===== src/rtl/sw_event_pkg.sv =====
// Shared constants and payload types for the switch event slot core.
// Holds register word addresses, ctrl/status bit positions and the
// layout of the event word that software pops from the FIFO.
package sw_event_pkg;

  localparam int unsigned ADDR_W = 5;
  localparam int unsigned DATA_W = 32;

  // Register word addresses within the slot
  localparam logic [ADDR_W-1:0] REG_DB   = 5'd0;
  localparam logic [ADDR_W-1:0] REG_STAT = 5'd1;
  localparam logic [ADDR_W-1:0] REG_HEAD = 5'd2;
  localparam logic [ADDR_W-1:0] REG_POP  = 5'd3;
  localparam logic [ADDR_W-1:0] REG_CTRL = 5'd4;

  // ctrl register bit positions (flush/clr_ovf are write-only pulses)
  localparam int unsigned CTRL_RISE_EN = 0;
  localparam int unsigned CTRL_FALL_EN = 1;
  localparam int unsigned CTRL_CLR_OVF = 2;
  localparam int unsigned CTRL_FLUSH   = 3;

  // status register bit positions
  localparam int unsigned STAT_EMPTY   = 0;
  localparam int unsigned STAT_FULL    = 1;
  localparam int unsigned STAT_OVF     = 2;
  localparam int unsigned STAT_CNT_LSB = 8;
  localparam int unsigned STAT_CNT_W   = 16;

  // event word field positions
  localparam int unsigned IDX_LSB = 0;
  localparam int unsigned IDX_W   = 8;
  localparam int unsigned POL_BIT = 8;
  localparam int unsigned TS_LSB  = 16;
  localparam int unsigned TS_W    = 16;

  // Full event word as seen by software
  typedef struct packed {
    logic [TS_W-1:0]  ts;
    logic [6:0]       rsvd;
    logic             pol;
    logic [IDX_W-1:0] idx;
  } event_t;

  // Persistent ctrl state (bit 1 = fall_en, bit 0 = rise_en)
  typedef struct packed {
    logic fall_en;
    logic rise_en;
  } ctrl_t;

endpackage


===== src/rtl/sw_event_fifo.sv =====
// Synchronous first-word-fall-through FIFO for switch events.
// Ports: clk, reset (sync, active-high), push/pop/flush strobes,
// din/dout data, empty/full flags, count of stored entries.
// A push while full is accepted only when a pop happens the same cycle;
// a pop on empty is ignored; flush overrides push and pop.
module sw_event_fifo #(
  parameter int unsigned DW = 9,
  parameter int unsigned AW = 4
) (
  input  logic          clk,
  input  logic          reset,
  input  logic          push,
  input  logic          pop,
  input  logic          flush,
  input  logic [DW-1:0] din,
  output logic [DW-1:0] dout,
  output logic          empty,
  output logic          full,
  output logic [AW:0]   count
);

  localparam int unsigned DEPTH = 1 << AW;

  logic [DW-1:0] mem_q [DEPTH];
  logic [AW-1:0] wr_ptr_q, rd_ptr_q;
  logic [AW:0]   cnt_q;
  logic          do_push_c, do_pop_c;

  assign empty = (cnt_q == '0);
  assign full  = (cnt_q == (AW+1)'(DEPTH));
  assign count = cnt_q;
  assign dout  = mem_q[rd_ptr_q];

  assign do_pop_c  = pop & ~empty;
  assign do_push_c = push & (~full | do_pop_c);

  // Pointer and occupancy bookkeeping
  always_ff @(posedge clk) begin
    if (reset || flush) begin
      wr_ptr_q <= '0;
      rd_ptr_q <= '0;
      cnt_q    <= '0;
    end else begin
      if (do_push_c) wr_ptr_q <= wr_ptr_q + AW'(1);
      if (do_pop_c)  rd_ptr_q <= rd_ptr_q + AW'(1);
      case ({do_push_c, do_pop_c})
        2'b10:   cnt_q <= cnt_q + (AW+1)'(1);
        2'b01:   cnt_q <= cnt_q - (AW+1)'(1);
        default: cnt_q <= cnt_q;
      endcase
    end
  end

  // Storage array, no reset needed since pointers define validity
  always_ff @(posedge clk) begin
    if (do_push_c && !flush) mem_q[wr_ptr_q] <= din;
  end

endmodule


===== src/rtl/sw_event_core.sv =====
// MMIO slot core: debounces slide switches and queues one event word per
// debounced edge for software to drain.
// Ports: clk, reset (sync, active-high), cs/read/write/addr/wr_data slot
// bus, rd_data (combinational from addr), din raw switch inputs.
// Optional build macro SW_EVENT_TIMESTAMP_EN adds a 16-bit tick timestamp
// to bits [31:16] of every event; without it those bits read 0.
module sw_event_core
  import sw_event_pkg::*;
#(
  parameter int unsigned W       = 16,
  parameter int unsigned DB_CNT  = 1_000_000,
  parameter int unsigned FIFO_AW = 4
) (
  input  logic              clk,
  input  logic              reset,
  input  logic              cs,
  input  logic              read,
  input  logic              write,
  input  logic [ADDR_W-1:0] addr,
  input  logic [DATA_W-1:0] wr_data,
  output logic [DATA_W-1:0] rd_data,
  input  logic [W-1:0]      din
);

  localparam int unsigned CNT_W = (DB_CNT > 1) ? $clog2(DB_CNT) : 1;
  localparam logic [CNT_W-1:0] CNT_MAX = CNT_W'(DB_CNT - 1);
`ifdef SW_EVENT_TIMESTAMP_EN
  localparam int unsigned EV_W = DATA_W;
`else
  localparam int unsigned EV_W = IDX_W + 1;
`endif

  // State
  logic [W-1:0]     sync1_q, sync_q;
  logic [CNT_W-1:0] cnt_q, cnt_d;
  logic [W-1:0]     samp_q, samp_d;
  logic [W-1:0]     db_q, db_d, db_prev_q;
  logic [W-1:0]     rise_pend_q, rise_pend_d;
  logic [W-1:0]     fall_pend_q, fall_pend_d;
  logic             ev_vld_q, ev_vld_d;
  logic             ev_pol_q, ev_pol_d;
  logic [IDX_W-1:0] ev_idx_q, ev_idx_d;
  logic             ovf_q, ovf_d;
  ctrl_t            ctrl_q, ctrl_d;

  // Combinational helpers
  logic             tick_c;
  logic [W-1:0]     rise_c, fall_c;
  logic             sel_found_c, sel_pol_c;
  logic [IDX_W-1:0] sel_idx_c;
  logic [W-1:0]     sel_oh_c;
  logic             wr_ctrl_c, pop_c, flush_c, clr_ovf_c;
  logic             ovf_set_c;

  // FIFO interface
  logic [EV_W-1:0]  fifo_din, fifo_dout;
  logic             fifo_empty, fifo_full;
  logic [FIFO_AW:0] fifo_count;

  logic unused_c;
  assign unused_c = ^{read, wr_data[DATA_W-1:CTRL_FLUSH+1]};

  // Bus decode
  assign wr_ctrl_c = cs & write & (addr == REG_CTRL);
  assign pop_c     = cs & write & (addr == REG_POP);
  assign flush_c   = wr_ctrl_c & wr_data[CTRL_FLUSH];
  assign clr_ovf_c = wr_ctrl_c & wr_data[CTRL_CLR_OVF];

  assign tick_c = (cnt_q == CNT_MAX);

  // Debounced edges, one cycle after db moves
  assign rise_c = db_q & ~db_prev_q;
  assign fall_c = ~db_q & db_prev_q;

  // Tick counter and two-sample debounce
  always_comb begin
    cnt_d  = tick_c ? '0 : cnt_q + CNT_W'(1);
    samp_d = samp_q;
    db_d   = db_q;
    if (tick_c) begin
      samp_d = sync_q;
      // A bit only follows sync when two consecutive samples agree
      db_d   = (~(sync_q ^ samp_q) & sync_q) | ((sync_q ^ samp_q) & db_q);
    end
  end

  // Priority scanner: lowest pending index, rise before fall
  always_comb begin
    sel_found_c = 1'b0;
    sel_pol_c   = 1'b0;
    sel_idx_c   = '0;
    sel_oh_c    = '0;
    for (int i = 0; i < W; i++) begin
      if (!sel_found_c && (rise_pend_q[i] || fall_pend_q[i])) begin
        sel_found_c = 1'b1;
        sel_pol_c   = rise_pend_q[i];
        sel_idx_c   = IDX_W'(i);
        sel_oh_c[i] = 1'b1;
      end
    end
  end

  // Pending bits, event staging, ctrl and overflow next-state
  always_comb begin
    rise_pend_d = rise_pend_q;
    fall_pend_d = fall_pend_q;
    ev_vld_d    = 1'b0;
    ev_pol_d    = ev_pol_q;
    ev_idx_d    = ev_idx_q;
    ctrl_d      = ctrl_q;
    ovf_d       = ovf_q;

    if (flush_c) begin
      rise_pend_d = '0;
      fall_pend_d = '0;
    end else begin
      // New edges win over the scanner clearing the same bit
      rise_pend_d = (rise_pend_q & ~(sel_pol_c ? sel_oh_c : '0))
                  | (rise_c & {W{ctrl_q.rise_en}});
      fall_pend_d = (fall_pend_q & ~(sel_pol_c ? '0 : sel_oh_c))
                  | (fall_c & {W{ctrl_q.fall_en}});
      ev_vld_d    = sel_found_c;
      ev_pol_d    = sel_pol_c;
      ev_idx_d    = sel_idx_c;
    end

    if (wr_ctrl_c) begin
      ctrl_d.rise_en = wr_data[CTRL_RISE_EN];
      ctrl_d.fall_en = wr_data[CTRL_FALL_EN];
    end

    if (clr_ovf_c) ovf_d = 1'b0;
    if (ovf_set_c) ovf_d = 1'b1;
  end

  // Drop happens only when full with no pop and no flush in the same cycle
  assign ovf_set_c = ev_vld_q & ~flush_c & fifo_full & ~pop_c;

  always_ff @(posedge clk) begin
    if (reset) begin
      sync1_q     <= '0;
      sync_q      <= '0;
      cnt_q       <= '0;
      samp_q      <= '0;
      db_q        <= '0;
      db_prev_q   <= '0;
      rise_pend_q <= '0;
      fall_pend_q <= '0;
      ev_vld_q    <= 1'b0;
      ev_pol_q    <= 1'b0;
      ev_idx_q    <= '0;
      ovf_q       <= 1'b0;
      ctrl_q      <= '0;
    end else begin
      sync1_q     <= din;
      sync_q      <= sync1_q;
      cnt_q       <= cnt_d;
      samp_q      <= samp_d;
      db_q        <= db_d;
      db_prev_q   <= db_q;
      rise_pend_q <= rise_pend_d;
      fall_pend_q <= fall_pend_d;
      ev_vld_q    <= ev_vld_d;
      ev_pol_q    <= ev_pol_d;
      ev_idx_q    <= ev_idx_d;
      ovf_q       <= ovf_d;
      ctrl_q      <= ctrl_d;
    end
  end

`ifdef SW_EVENT_TIMESTAMP_EN
  // Free-running timestamp advanced once per debounce tick
  logic [TS_W-1:0] ts_q;
  event_t          ev_word_c;

  always_ff @(posedge clk) begin
    if (reset)       ts_q <= '0;
    else if (tick_c) ts_q <= ts_q + TS_W'(1);
  end

  always_comb begin
    ev_word_c     = '0;
    ev_word_c.ts  = ts_q;
    ev_word_c.pol = ev_pol_q;
    ev_word_c.idx = ev_idx_q;
  end

  assign fifo_din = ev_word_c;
`else
  assign fifo_din = {ev_pol_q, ev_idx_q};
`endif

  sw_event_fifo #(
    .DW (EV_W),
    .AW (FIFO_AW)
  ) u_fifo (
    .clk   (clk),
    .reset (reset),
    .push  (ev_vld_q),
    .pop   (pop_c),
    .flush (flush_c),
    .din   (fifo_din),
    .dout  (fifo_dout),
    .empty (fifo_empty),
    .full  (fifo_full),
    .count (fifo_count)
  );

  // Read mux, unmapped addresses return 0
  always_comb begin
    rd_data = '0;
    case (addr)
      REG_DB: rd_data = DATA_W'(db_q);
      REG_STAT: begin
        rd_data[STAT_CNT_LSB +: STAT_CNT_W] = STAT_CNT_W'(fifo_count);
        rd_data[STAT_OVF]   = ovf_q;
        rd_data[STAT_FULL]  = fifo_full;
        rd_data[STAT_EMPTY] = fifo_empty;
      end
      REG_HEAD: if (!fifo_empty) rd_data = DATA_W'(fifo_dout);
      REG_CTRL: rd_data = DATA_W'(ctrl_q);
      default:  rd_data = '0;
    endcase
  end

endmodule

===== config.mk =====
export PLATFORM = sky130hd
export DESIGN_NAME = sw_event_core
export DESIGN_NICKNAME = d
export VERILOG_FILES = /design/src/rtl/sw_event_pkg.sv /design/src/rtl/sw_event_fifo.sv /design/src/rtl/sw_event_core.sv
export SDC_FILE = /design/constraint.sdc
export NUM_CORES = 1
export LEC_CHECK = 0
export CAP_MARGIN = 10
export CORE_ASPECT_RATIO = 1.5
export CORE_MARGIN = 2
export CORE_UTILIZATION = 50
export CTS_CLUSTER_SIZE = 24
export DETAILED_ROUTE_END_ITERATION = 10
export HOLD_SLACK_MARGIN = 0.03
export PLACE_DENSITY_LB_ADDON = 0.1
export SKIP_CTS_REPAIR_TIMING = 1
export SLEW_MARGIN = 15
export SYNTH_ARGS = -nofsm -noshare
export SYNTH_HDL_FRONTEND = slang
export SYNTH_HIERARCHICAL = 1
export SYNTH_SLANG_ARGS = --single-unit

===== constraint.sdc =====
create_clock -name clk -period 3.1 [get_ports clk]
set_input_delay 0.465 -clock clk [delete_from_list [all_inputs] [get_ports clk]]
set_output_delay 0.465 -clock clk [all_outputs]
set_load 0.005 [all_outputs]

==> reports/summary.txt, run 1 <==
number of CTS-inserted buffers: 28
Hold/Removal Path Class: primary input to register
hpwl dp: 18.4 mm
outcome: finished clean
WP data required: 2.63 ns
ratio of cells with drive above 1 in the final layout: 14.8%
FMAX: 337 MHz
CP peak stage delay: 0.51 ns
Hold Vio Cnt, Final: 0
vias in the first global route: 8,219
Reg clk slew, reported paths: 0.06 ns
Worst R2R Path Depth: 10
Register Area: 7490 um^2
Clock power frac: 42.3%
FF+latch count, synth: 302
worst clock skew: 0.0135 ns
Crit Reg-Reg Endpoint: u_fifo/count[4]$_SDFFE_PP0P_
Starting Density: 50.7%
async set or reset register ratio after synthesis: 0%
pwr/cell area: 504 nW/um^2
initial antenna violation count: 0
Total Wirelength: 27.5 mm
drt wl/cell: 17.9 um
leading area contributor after synthesis: edfxtp_1
worst path cell trace: buf_12 > mux4_2 > a22oi_1 > nand2_1 > a22o_1 > dlymetal6s2s_1
Max transition margin: 44.3%
CP delay by family, top: compound AO/OA/AOI/OAI gates
Die W: 132 um
pre-CTS setup slack: 0.0933 ns
WHS Endpoint: db_prev_q[12]$_SDFF_PP0_
hold depth: 2
Tot GR Track Use: 21.0%
global-route wire length before repair: 43.0 mm
Tcrit/Tclk final: 95.6%
CTS tree: done
routed vias: 8,276
Final Util: 60.9%
total chip power: 7.47 mW
worst reg-to-reg setup slack: 0.61 ns
Gate power share: 1.7%
number of synthesized flops with an enable pin: 144
fill count: 2,010
multi-input logic area: 4840 um^2
Gate Count Post-Synth: 1,038
synthesized area per cell: 11.9 um^2
Yosys warning total: 6
internal power: 6.01 mW
Critical Path Source Type: register
clk sinks: 302
DIE AREA: 26,000 um^2
layout net count: 1,261
Seq pwr share: 56.0%
Max FO, Critical Path: 9
htree depth: 1
Layout Area Growth over Synthesis: 20.1%
sequential fraction of the synthesis area: 60.6%
leakage power total: 5.64 nW
Setup Crit Path Kind: register to output pin
Vias/cell: 5.39
Clock Root Buffer: clkbuf_16
min-delay src: reset
Die H: 196 um
GR Overflow Total: 0
RePlAce Congestion: 0.889
antenna cells: 0
crit path max-delay cell type: mux4_2
CP arrival: 2.50 ns
RSZ-0062 raised after global routing: no
Worst Path Buf+Inv: 2
Post-Syn Area: 12,300 um^2
Post-Layout Cell Count: 1,535
switch share: 19.6%
CORE AREA: 24,300 um^2
DRC viols: 0
crit end category: output pin
Period minus WS final: 2.96 ns
I/O Pins: 90
drt first pass iters: 5
Synth Flop Type: dfxtp_1
setup ws final: 0.136 ns
dpl cells: 1,477
Max Cap Violations: 0
maximum vdd ir drop: 412 uV
clock latency on the worst-skew pair: 0.54 ns
Slew Limit Fails: 0
reg2reg start: u_fifo/count[2]$_SDFFE_PP0P_
Worst Tran Pin Value: 0.834 ns
Rows: 70
Distinct cells, synth: 69
synth top area cells: edfxtp_1 35%, dfxtp_1 26%, mux4_2 6.6%
Port Buffers: 44
TNS Setup: 0 ns
Synth top area share: 35.0%
largest net degree at the start of global routing: 73
Final ANT Viol Nets: 0
clock buffer depth: 3
initial detailed-routing violation count: 515
Psw: 1.47 mW
Final setup violation count: 0
==> flip-flops by register name, indices dropped and copies added, names as in the netlist, named ones only <==
signal,cells
u_fifo/count,5
u_fifo/wr_ptr_q,4
cnt_q,20
ctrl_q,2
rise_pend_q,16
fall_pend_q,16
sync_q,16
ev_pol_q,1
db_prev_q,16
samp_q,16
ev_idx_q,4
u_fifo/mem_q,144
sync1_q,16
u_fifo/rd_ptr_q,4
ev_vld_q,1
ovf_q,1
==> kinds of logic (layout without fill, tap and decap cells) <==
group                      after synthesis  after routing  synth area share (%)
buffers and inverters                   84            178                  3.30
AOI/OAI and AO/OA                      205            205                  10.7
other                                    1             80                0.0304
xor gates and xnor gates                21             21                  1.49
and+or+nand+nor                        372            372                  15.6
adders and majority gates               10             10                  1.07
muxes                                   43             43                  7.14
DFF                                    302            302                  60.6
==> placed cells by master (no fill, tap or decap), types with 31 or more instances in the layout <==
| cell | synthesis | final |
|---|---|---|
| conb_1 | 1 | 80 |
| mux4_2 | 36 | 36 |
| o21ai_0 | 44 | 44 |
| dfxtp_1 | 158 | 157 |
| clkbuf_16 | 0 | 31 |
| a21oi_1 | 61 | 61 |
| buf_4 | 16 | 45 |
| nor2_1 | 91 | 90 |
| clkdlybuf4s50_1 | 0 | 34 |
| nand2_1 | 99 | 97 |
| nor2b_1 | 53 | 53 |
| edfxtp_1 | 144 | 144 |
==> cells in the mapped netlist (11+ instances only) <==
| library cell | instances |
|---|---|
| a21o_1 | 18 |
| a21oi_1 | 61 |
| a22oi_1 | 19 |
| a31oi_1 | 11 |
| and3_1 | 24 |
| buf_4 | 16 |
| clkbuf_1 | 35 |
| dfxtp_1 | 158 |
| edfxtp_1 | 144 |
| inv_1 | 21 |
| mux4_2 | 36 |
| nand2_1 | 99 |
| nand3_1 | 18 |
| nand3b_1 | 15 |
| nor2_1 | 91 |
| nor2b_1 | 53 |
| nor3_1 | 12 |
| o21ai_0 | 44 |
| o31ai_1 | 11 |
| xor2_1 | 13 |
==> layout make-up <==
type / count / share of cell area [%]
clock buffers: 41 / 5.41
clock inverters: 7 / 0.228
inverters: 22 / 0.557
multi-input cells: 731 / 32.6
flip-flops and latches: 302 / 50.5
well taps: 324 / 2.73
repair buffers: 108 / 7.98
==> worst max path at each step <==
stage,from,to,slack [ns],depth (start not counted)
final,register,rd_data[6],0.14,6
after detailed placement,addr[3],u_fifo/count[4]$_SDFFE_PP0P_,0.09,11
after global routing,register,rd_data[8],0.05,7
after global placement,addr[3],u_fifo/count[4]$_SDFFE_PP0P_,0.07,11
after CTS,register,rd_data[8],-0.33,7
after floorplan,addr[3],u_fifo/count[4]$_SDFFE_PP0P_,0.41,10
==> through the flow <==
step	area, um^2	hold slack (ns)
floorplan	12600	0.398
detailed placement	13800	0.424
global route	14800	0.312
global placement	13800	0.418
CTS	14600	0.304
finish	14800	0.314
==> worst register-to-register path, stage by stage (launching register included) <==
cell and delay [ns]:
dfxtp_1 0.37, or4_1 0.54, buf_4 0.21, o21ai_4 0.17, inv_2 0.09, ha_1 0.31, nor2_1 0.19, a21o_1 0.12
buf_4 0.10, mux2i_1 0.17, nand3_1 0.08
==> routing by layer <==
| metal | vias to the layer above | share of wire, % | routed length [um] | global-route usage, % |
|---|---|---|---|---|
| met1 | 4028 | 40 | 11100 | 25.2 |
| met4 | 0 | 3.5 | 960 | 8.40 |
| li1 | 4027 | - | - | - |
| met5 | - | 0 | 0 | 0 |
| met2 | 173 | 52 | 14300 | 38.1 |
| met3 | 48 | 3.9 | 1080 | 2.78 |
==> power by group through the flow <==
stage / clock network (mW) / registers, mW / logic, mW
after floorplan: 0 / 4.27 / 0.0806
after global placement: 0 / 4.27 / 0.125
after detailed placement: 0 / 4.27 / 0.125
after CTS: 3.24 / 4.19 / 0.126
after global routing: 3.39 / 4.19 / 0.144
final: 3.16 / 4.19 / 0.127
No activity file was read; power rests on OpenSTA's default activity.
==> inputs of run 2 (changes only) <==
- CAP_MARGIN: 10 -> 40
- CTS_CLUSTER_SIZE: 24 -> 12
==> run 2 against run 1 <==
The flow now finishes with violations (setup timing). Clock-buffer cell count up 9. Die area unchanged. Sequential power is essentially flat. Register-to-register slack improved by 0.02 ns. Largest cell class unchanged. First-iteration DRC count shrank 7.6%. Clock power is 7.0% higher. Power rose by 2.9%.
==> reports/summary.txt, run 2 (same netlist as run 1, synthesis figures left out) <==
Biggest register: u_fifo/mem_q
commonest non-fill, non-tap cell in the layout: dfxtp_1
Max Cap Violations: 0 (unchanged)
drt wl/cell: 17.9 um (-0.14%)
GR Overflow Total: 0 (unchanged)
switch share: 19.6% (-0.059 points)
CP delay by family, top: buffers and inverters
ratio of cells with drive above 1 in the final layout: 15.0% (+0.17 points)
Clock power frac: 43.9% (+1.6 points)
drt first pass iters: 5 (unchanged)
DRC viols: 0 (unchanged)
Worst Tran Pin Value: 0.801 ns (-0.0331 ns)
Critical Path Source Type: register
Rows: 70 (unchanged)
Tcrit/Tclk final: 104% (+8.8 points)
clock latency on the worst-skew pair: 0.56 ns (+0.02 ns)
Max transition margin: 46.5% (+2.2 points)
Reg clk slew, reported paths: 0.06 ns (about the same)
largest net degree at the start of global routing: 73 (unchanged)
FMAX: 309 MHz (-8.5%)
clock buffer depth: 3 (unchanged)
Worst Path Buf+Inv: 3 (+1)
Gate power share: 1.7% (about the same)
Hold Vio Cnt, Final: 0 (unchanged)
Die H: 196 um (unchanged)
I/O Pins: 90 (unchanged)
Layout Area Growth over Synthesis: 21.0%
dpl cells: 1,477 (unchanged)
most frequent cells in the layout: 157 x dfxtp_1, 144 x edfxtp_1, 97 x nand2_1
layout net count: 1,265 (+0.32%)
total chip power: 7.69 mW (+2.9%)
clk sinks: 302 (unchanged)
Post-Layout Cell Count: 1,541 (+0.39%)
Die W: 132 um (unchanged)
Port Buffers: 44 (unchanged)
Setup Crit Path Kind: register to output pin
setup ws final: -0.138 ns (-0.274 ns)
Clock Root Buffer: clkbuf_16
DIE AREA: 26,000 um^2 (unchanged)
worst path cell trace: buf_12 > mux4_2 > a22oi_2 > nand2_2 > a222oi_1 > inv_1 > clkdlybuf4s50_1
CP peak stage delay: 0.51 ns (about the same)
number of CTS-inserted buffers: 30 (+7.1%)
initial antenna violation count: 0 (unchanged)
initial detailed-routing violation count: 476 (-7.6%)
Vias/cell: 5.38 (-0.21%)
crit end category: output pin
Period minus WS final: 3.24 ns (+0.274 ns)
Tot GR Track Use: 21.2% (+0.21 points)
antenna cells: 0 (unchanged)
failing checks: setup timing
max reg flops: 144 (unchanged)
RePlAce Congestion: 0.889 (unchanged)
TNS Setup: -0.138 ns (-0.138 ns)
pre-CTS setup slack: 0.0933 ns (unchanged)
Seq pwr share: 54.4% (-1.6 points)
WP data required: 2.63 ns (about the same)
CTS tree: done
RSZ-0062 raised after global routing: yes
leakage power total: 5.67 nW (+0.51%)
largest registers: u_fifo/mem_q (144), cnt_q (20)
htree depth: 1 (unchanged)
Final ANT Viol Nets: 0 (unchanged)
hpwl dp: 18.4 mm (unchanged)
maximum vdd ir drop: 405 uV (-1.6%)
Total Wirelength: 27.6 mm (+0.25%)
global-route wire length before repair: 43.1 mm (+0.27%)
Max FO, Critical Path: 9 (unchanged)
Psw: 1.51 mW (+2.6%)
pwr/cell area: 515 nW/um^2 (+2.2%)
CP arrival: 2.77 ns (+0.27 ns)
outcome: complete, but fails checks
Final setup violation count: 1 (+1)
crit path max-delay cell type: mux4_2
vias in the first global route: 8,220 (+0.012%)
Starting Density: 50.7% (unchanged)
Slew Limit Fails: 0 (unchanged)
worst clock skew: 0.0205 ns (+0.00693 ns)
worst hold slack: 0.302 ns (-0.0123 ns)
Hold/Removal Path Class: primary input to register
internal power: 6.19 mW (+3.0%)
CORE AREA: 24,300 um^2 (unchanged)
routed vias: 8,291 (+0.18%)
==> run 2: final timing paths <==
check / slack, ns / from / cells past startpoint / endpoint
max: -0.14 / register / 7 / rd_data[8]
min: 0.30 / reset / 2 / db_prev_q[12]$_SDFF_PP0_
max reg2reg: 0.63 / u_fifo/count[2]$_SDFFE_PP0P_ / 10 / u_fifo/count[4]$_SDFFE_PP0P_
min reg2reg: 0.43 / db_prev_q[0]$_SDFF_PP0_ / 1 / rise_pend_q[0]$_SDFF_PP0_
==> run 2: per-layer routing <==
layer / vias to the layer above / routed length (um) / track usage [%]
met5: - / 0 / 0
met4: 0 / 1120 / 10.4
met3: 56 / 839 / 2.70
met2: 151 / 14200 / 37.8
met1: 4047 / 11400 / 25.3
li1: 4037 / - / -
==> run 2: stage by stage <==
stage / utilization, % / instance area [um^2]
floorplan: - / 12600
global placement: 56.5 / 13800
detailed placement: 56.5 / 13800
CTS: 60.2 / 14700
global route: 61.4 / 14900
finish: 61.4 / 14900
==> run 2: cell type report <==
| cell class | count | area [um^2] |
|---|---|---|
| Fill cell | 2003 | 9410 |
| Clock inverter | 2 | 10.0 |
| Timing Repair Buffer | 110 | 1200 |
| Multi-Input combinational cell | 731 | 4850 |
| Tap cell | 324 | 405 |
| Inverter | 22 | 82.6 |
| Clock buffer | 50 | 900 |
| Sequential cell | 302 | 7490 |
==> run 2: power by group through the flow <==
stage,Sequential [mW],Combinational [mW],Clock [mW]
after floorplan,4.27,0.0806,0
after global placement,4.27,0.125,0
after detailed placement,4.27,0.125,0
after CTS,4.19,0.126,3.47
after global routing,4.19,0.144,3.62
final,4.19,0.127,3.38
==> run 2: worst register-to-register path, delay by kind of cell, from the launching register on <==
kind                     cells  cell delay (ns)
multiplexers                 1             0.17
buffers and inverters        3             0.39
adder cells (fa/ha/maj)      1             0.31
AO/OA/AOI/OAI                2             0.29
flip-flops                   1             0.38
AND/OR/NAND/NOR              3             0.80
